===== src/rtl/imem_access_arbiter.sv =====
`default_nettype none
// ============================================================================
// Module      : imem_access_arbiter
// Description : Shares a single-port synchronous-read instruction memory
//               between the fetch unit and the program loader. Optional
//               address-fault handling is enabled by the IMEM_FAULT_EN macro.
// Revision    : 1.0 - initial release
// ============================================================================
module imem_access_arbiter #(
    parameter int InstLength   = 256,
    parameter int STARVE_LIMIT = 4,
    localparam int AW          = $clog2(InstLength)
) (
    input  logic          clk,
    input  logic          rst,
    input  logic          load_done_i,
    input  logic          fetch_req_i,
    input  logic [31:0]   fetch_addr_i,
    output logic          fetch_gnt_o,
    output logic          fetch_rvalid_o,
    output logic [31:0]   fetch_rdata_o,
`ifdef IMEM_FAULT_EN
    output logic          fetch_fault_o,
`endif
    input  logic          load_req_i,
    input  logic          load_we_i,
    input  logic [31:0]   load_addr_i,
    input  logic [31:0]   load_wdata_i,
    output logic          load_gnt_o,
    output logic          load_rvalid_o,
    output logic [31:0]   load_rdata_o,
    output logic          mem_en_o,
    output logic          mem_we_o,
    output logic [AW-1:0] mem_addr_o,
    output logic [31:0]   mem_wdata_o,
    input  logic [31:0]   mem_rdata_i
);

    localparam int            SW         = (STARVE_LIMIT > 0) ? $clog2(STARVE_LIMIT + 1) : 1;
    localparam logic [SW-1:0] STARVE_MAX = SW'(STARVE_LIMIT);

    typedef enum logic [0:0] {ST_BOOT, ST_RUN} state_e;
    typedef enum logic [1:0] {OWN_NONE, OWN_FETCH, OWN_LOAD} owner_e;

    state_e        state_q, state_d;
    owner_e        owner_q, owner_d;
    logic [SW-1:0] starve_q, starve_d;
    logic [31:0]   fetch_rdata_q, load_rdata_q;

    logic          fetch_win, load_win, any_win;
    logic [31:0]   sel_addr;
    logic          sel_fault;
    logic [31:0]   rd_word;

    // Grants are forced low while reset is asserted so outputs read as idle.
    always_comb begin
        fetch_win = 1'b0;
        load_win  = 1'b0;
        state_d   = state_q;
        if (!rst) begin
            case (state_q)
                ST_BOOT: begin
                    load_win = load_req_i;
                    if (load_done_i) begin
                        state_d = ST_RUN;
                    end
                end
                ST_RUN: begin
                    if (fetch_req_i && load_req_i) begin
                        if (starve_q == STARVE_MAX) begin
                            load_win = 1'b1;
                        end else begin
                            fetch_win = 1'b1;
                        end
                    end else begin
                        fetch_win = fetch_req_i;
                        load_win  = load_req_i;
                    end
                end
                default: state_d = ST_BOOT;
            endcase
        end
    end

    always_comb begin
        starve_d = '0;
        if (load_req_i && !load_win) begin
            starve_d = (starve_q == STARVE_MAX) ? starve_q : starve_q + 1'b1;
        end
    end

    assign any_win  = fetch_win | load_win;
    assign sel_addr = fetch_win ? fetch_addr_i : load_addr_i;

`ifdef IMEM_FAULT_EN
    logic fault_q, fault_d;

    assign sel_fault = any_win &&
                       ((sel_addr[1:0] != 2'b00) ||
                        ({2'b00, sel_addr[31:2]} >= 32'(InstLength)));
    // A faulting loader write is simply dropped and produces no read-back.
    assign fault_d   = sel_fault && (owner_d != OWN_NONE);
    assign rd_word   = fault_q ? 32'h0000_0013 : mem_rdata_i;

    always_ff @(posedge clk or posedge rst) begin
        if (rst) begin
            fault_q <= 1'b0;
        end else begin
            fault_q <= fault_d;
        end
    end

    assign fetch_fault_o = fetch_rvalid_o & fault_q;
`else
    logic unused_addr_bits;

    assign sel_fault        = 1'b0;
    assign rd_word          = mem_rdata_i;
    assign unused_addr_bits = ^{sel_addr[31:AW+2], sel_addr[1:0]};
`endif

    assign owner_d = fetch_win                ? OWN_FETCH :
                     (load_win && !load_we_i) ? OWN_LOAD  : OWN_NONE;

    assign fetch_gnt_o = fetch_win;
    assign load_gnt_o  = load_win;
    assign mem_en_o    = any_win & ~sel_fault;
    assign mem_we_o    = load_win & load_we_i & ~sel_fault;
    assign mem_addr_o  = any_win ? sel_addr[AW+1:2] : '0;
    assign mem_wdata_o = (load_win && load_we_i) ? load_wdata_i : '0;

    always_ff @(posedge clk or posedge rst) begin
        if (rst) begin
            state_q       <= ST_BOOT;
            owner_q       <= OWN_NONE;
            starve_q      <= '0;
            fetch_rdata_q <= '0;
            load_rdata_q  <= '0;
        end else begin
            state_q  <= state_d;
            owner_q  <= owner_d;
            starve_q <= starve_d;
            if (owner_q == OWN_FETCH) begin
                fetch_rdata_q <= rd_word;
            end
            if (owner_q == OWN_LOAD) begin
                load_rdata_q <= rd_word;
            end
        end
    end

    // Read data passes straight through on the valid cycle, then is held.
    assign fetch_rvalid_o = (owner_q == OWN_FETCH);
    assign load_rvalid_o  = (owner_q == OWN_LOAD);
    assign fetch_rdata_o  = fetch_rvalid_o ? rd_word : fetch_rdata_q;
    assign load_rdata_o   = load_rvalid_o  ? rd_word : load_rdata_q;

endmodule
`default_nettype wire

===== config.mk =====
export PLATFORM = sky130hd
export DESIGN_NAME = imem_access_arbiter
export DESIGN_NICKNAME = d
export VERILOG_FILES = /design/src/rtl/imem_access_arbiter.sv
export SDC_FILE = /design/constraint.sdc
export NUM_CORES = 1
export LEC_CHECK = 0
export BUFFER_PORTS_ARGS = -buffer_cell sky130_fd_sc_hd__buf_2
export CORE_AREA = 2 2 96 98
export DETAILED_ROUTE_END_ITERATION = 10
export DIE_AREA = 0 0 98 100
export HOLD_SLACK_MARGIN = 0.06
export PLACE_DENSITY = 0.73
export SKIP_LAST_GASP = 1
export SYNTH_ARGS = -nofsm -noshare
export SYNTH_HDL_FRONTEND = slang
export SYNTH_SLANG_ARGS = --single-unit

===== constraint.sdc =====
create_clock -name clk -period 3.3 [get_ports clk]
set_clock_uncertainty 0.1 [all_clocks]
set_input_delay 0.825 -clock clk [delete_from_list [all_inputs] [get_ports clk]]
set_output_delay 0.825 -clock clk [all_outputs]
set_load 0.005 [all_outputs]

==> out/qor.csv <==
stage;metric;value;unit
run_status;status;finished, final reports clean;
cts;htree_levels;3;
synth;synth_compound_area_share;4.70;%
timing;period_needed;2.95;ns
power_and_ir_drop;powerDensity;552;nW/um^2
layout;antenna_cells;0;
route;drt_first_iter_violations;51;
worst_hold_path;hold_start;state_q$_DFFE_PP0N_;
timing;final_max_slew_viol_count;0;
route;final_antenna_net_count;0;
cts;cts_tree;done;
worst_setup_path;startpoint;starve_q[0]$_DFFE_PP0P_;
synth;yosysMostFrequentCell;dfrtp_1;
cts;cts_resized;0;
flow_run;drv_cap;0;
floorplan;core;8890;sq um
timing;tns;0;ns
layout;layout.core_utilization;49.3;%
synth;synth_area_leaders;dfrtp_1, mux2_2, and2_1, and2_2, a22o_1;
power_and_ir_drop;finalPower;0.00242;W
synth;syn_area_per_cell;14.3;sq um
place;portBuffers;195;
layout;final_nets;549;
floorplan;dieArea;9800;sq um
place;place_hpwl;6490;um
layout;syn2layout_area_growth;44.4;%
worst_setup_path;required;2.37;ns
layout;drive_above_1_share;72.0;%
synth;netlist.area_leader.share;57.8;%
cts;cts_root_buf;clkbuf_8;
timing;grt_setup_unrepaired;no;
place;routabilityCongestion;0.865;
synth;synth.cell_area;3030;sq um
worst_setup_path;cp_slowest_stage_delay;0.41;ns
synth;synthSimpleGateAreaFrac;9.08;%
worst_setup_path;end_kind;output port;
floorplan;placementRows;35;
route;routed_wl;7980;um
cts;cts_buffer_depth;2;
synth;synthAdderAreaFrac;0.825;%
global_routing;grt_antenna_before_repair;0;
global_routing;grt_pass1_vias;2618;
worst_setup_path;cp_max_fo;33;
route;wire_per_inst;15.1;um
timing;slew_headroom;52.4;%
cts;cts_hold_buf;0;
timing;setup_violations;0;
floorplan;initial_utilization;34.1;%
cts;post_cts_buffers;0;
worst_setup_path;cp_cell_sequence;inv_1 > ha_1 > nand2_2 > a2111oi_4 > buf_4 > and2_1 > buf_2;
synth;synth_edf_count;0;
worst_setup_path;timing.rr.start;owner_q[1]$_DFF_PP0_;
synth;synth_cell_types;25;
global_routing;grt_max_degree;38;
global_routing;track_usage;16.8;%
cts;insertion_delay;0.33;ns
route;drt_pass1_iterations;4;
worst_hold_path;worstHoldPathType;flip-flop to flip-flop;
worst_setup_path;worstSetupStartpointType;flip-flop;
cts;path_clk_slew;0.07;ns
cts;cts_sinks;70;
power_and_ir_drop;power.share.clock;31.4;%
timing;fin_crit_sh;89.3;%
floorplan;die_y;100;um
synth;yosys_warnings;0;
route;remaining_drc_errors;0;
synth;synthFlopType;dfrtp_1;
global_routing;grt_overflow;0;
power_and_ir_drop;total_leakage_power;2.30;nW
floorplan;ioPinCount;244;
floorplan;die_w;98;um
power_and_ir_drop;seqPwrFrac;44.6;%
worst_hold_path;whs_path_depth;1;
synth;synthArstFlopShare;100;%
timing;fmax;0.339;GHz
route;viasPerCell;4.63;
synth;ys_ff_latch;70;
synth;syn_inst;212;
route;vias;2449;
power_and_ir_drop;combPwrFrac;24.0;%
synth;synth-xor-area-share;0.289;%
power_and_ir_drop;irDropWorstVdd;241;uV
worst_setup_path;crit_arrival;2.02;ns
worst_setup_path;cp_slowest_cell;dfrtp_1;
worst_setup_path;worst_r2r_path_depth;3;
synth;synthTopCellsByCount;dfrtp_1, mux2_2, and2_1;
timing;tightestPinTransition;0.712;ns
global_routing;grt_first_pass_wirelength;12800;um
power_and_ir_drop;sw_frac_of_total;25.9;%
worst_setup_path;critPathKind;flip-flop to output port;
synth;synth.yosys.seq_area_share;57.8;%
worst_setup_path;r2r_slack;1.68;ns
synth;syn_nets;348;
synth;synth_top_family_by_area;multiplexers;
power_and_ir_drop;internal-power;0.00179;W
cts;cts_buffers;9;
synth;synthMuxAreaShare;24.1;%
power_and_ir_drop;switching_power;0.000626;W
timing;finalHoldViolCount;0;
synth;yosys.area.top_type;dfrtp_1;
registers in the layout, summed over array words and instances (netlist names):
register and flops:
state_q 1, fetch_rdata_q 32, load_rdata_q 32, starve_q 3, owner_q 2
critical path: cells and delay by family, from the launching register on:
| kind | cells | cell delay (ns) |
|---|---|---|
| buffers and inverters | 3 | 0.48 |
| DFF | 1 | 0.41 |
| AOI/OAI and AO/OA | 1 | 0.30 |
| and+or+nand+nor | 2 | 0.29 |
| adders and majority gates | 1 | 0.20 |
area by class of cell:
class / instances / area (sq um)
fillers: 815 / 4510
flip-flops and latches: 70 / 1750
clock inverters: 6 / 93.8
clock buffers: 10 / 128
multi-input cells: 124 / 1190
inverters: 6 / 22.5
well taps: 111 / 139
repair buffers: 202 / 1050
through the flow:
step	cells	setup slack, ns	area, sq um	hold slack, ns
after floorplan	212	0.587	3030	0.351
after global placement	513	0.413	4160	0.365
after detailed placement	513	0.396	4160	0.381
after CTS	529	0.317	4380	0.397
after global routing	529	0.162	4380	0.411
final	529	0.353	4380	0.390
cell usage in the layout (no fill, tap or decap), types with 2 or more instances in the layout:
cell	netlist	final
buf_2	7	195
dfrtp_1	70	70
mux2_2	64	64
and2_1	21	21
and2_2	12	12
clkbuf_8	0	9
a22o_1	8	8
inv_1	6	5
buf_4	0	5
nor3_1	3	3
ha_1	2	2
bufinv_16	0	2
clkinv_4	0	2
buf_12	0	2
logic make-up (layout without fill, tap and decap cells):
logic type,Yosys count,after routing
adder cells (fa/ha/maj),2,2
AO/OA/AOI/OAI,14,14
buffers and inverters,18,224
XOR/XNOR,1,1
flip-flops,70,70
multiplexers,65,65
AND/OR/NAND/NOR,42,42
path summary, 6_finish.rpt:
path / endpoint
max: mem_wdata_o[18]
min: state_q$_DFFE_PP0N_
max reg2reg: load_rdata_q[8]$_DFF_PP0_
min reg2reg: state_q$_DFFE_PP0N_
max in group asynchronous: starve_q[0]$_DFFE_PP0P_
min in group asynchronous: load_rdata_q[14]$_DFF_PP0_
layer usage:
layer  vias up  wire, um  track usage (%)
li1       1128         -                -
met1      1176      2720             16.2
met2       126      4430             32.8
met3        19       612             4.60
met4         0       216             7.69
met5         -         0                0
power groups by stage:
stage               Clock (W)  Combinational [W]  Sequential [W]
detailed placement          0           0.000593         0.00110
CTS                  0.000792           0.000594         0.00108
global placement            0           0.000572         0.00109
floorplan                   0           0.000304         0.00108
global route         0.000823           0.000642         0.00110
finish               0.000759           0.000580         0.00108
Power figures use the tool's default switching activity.
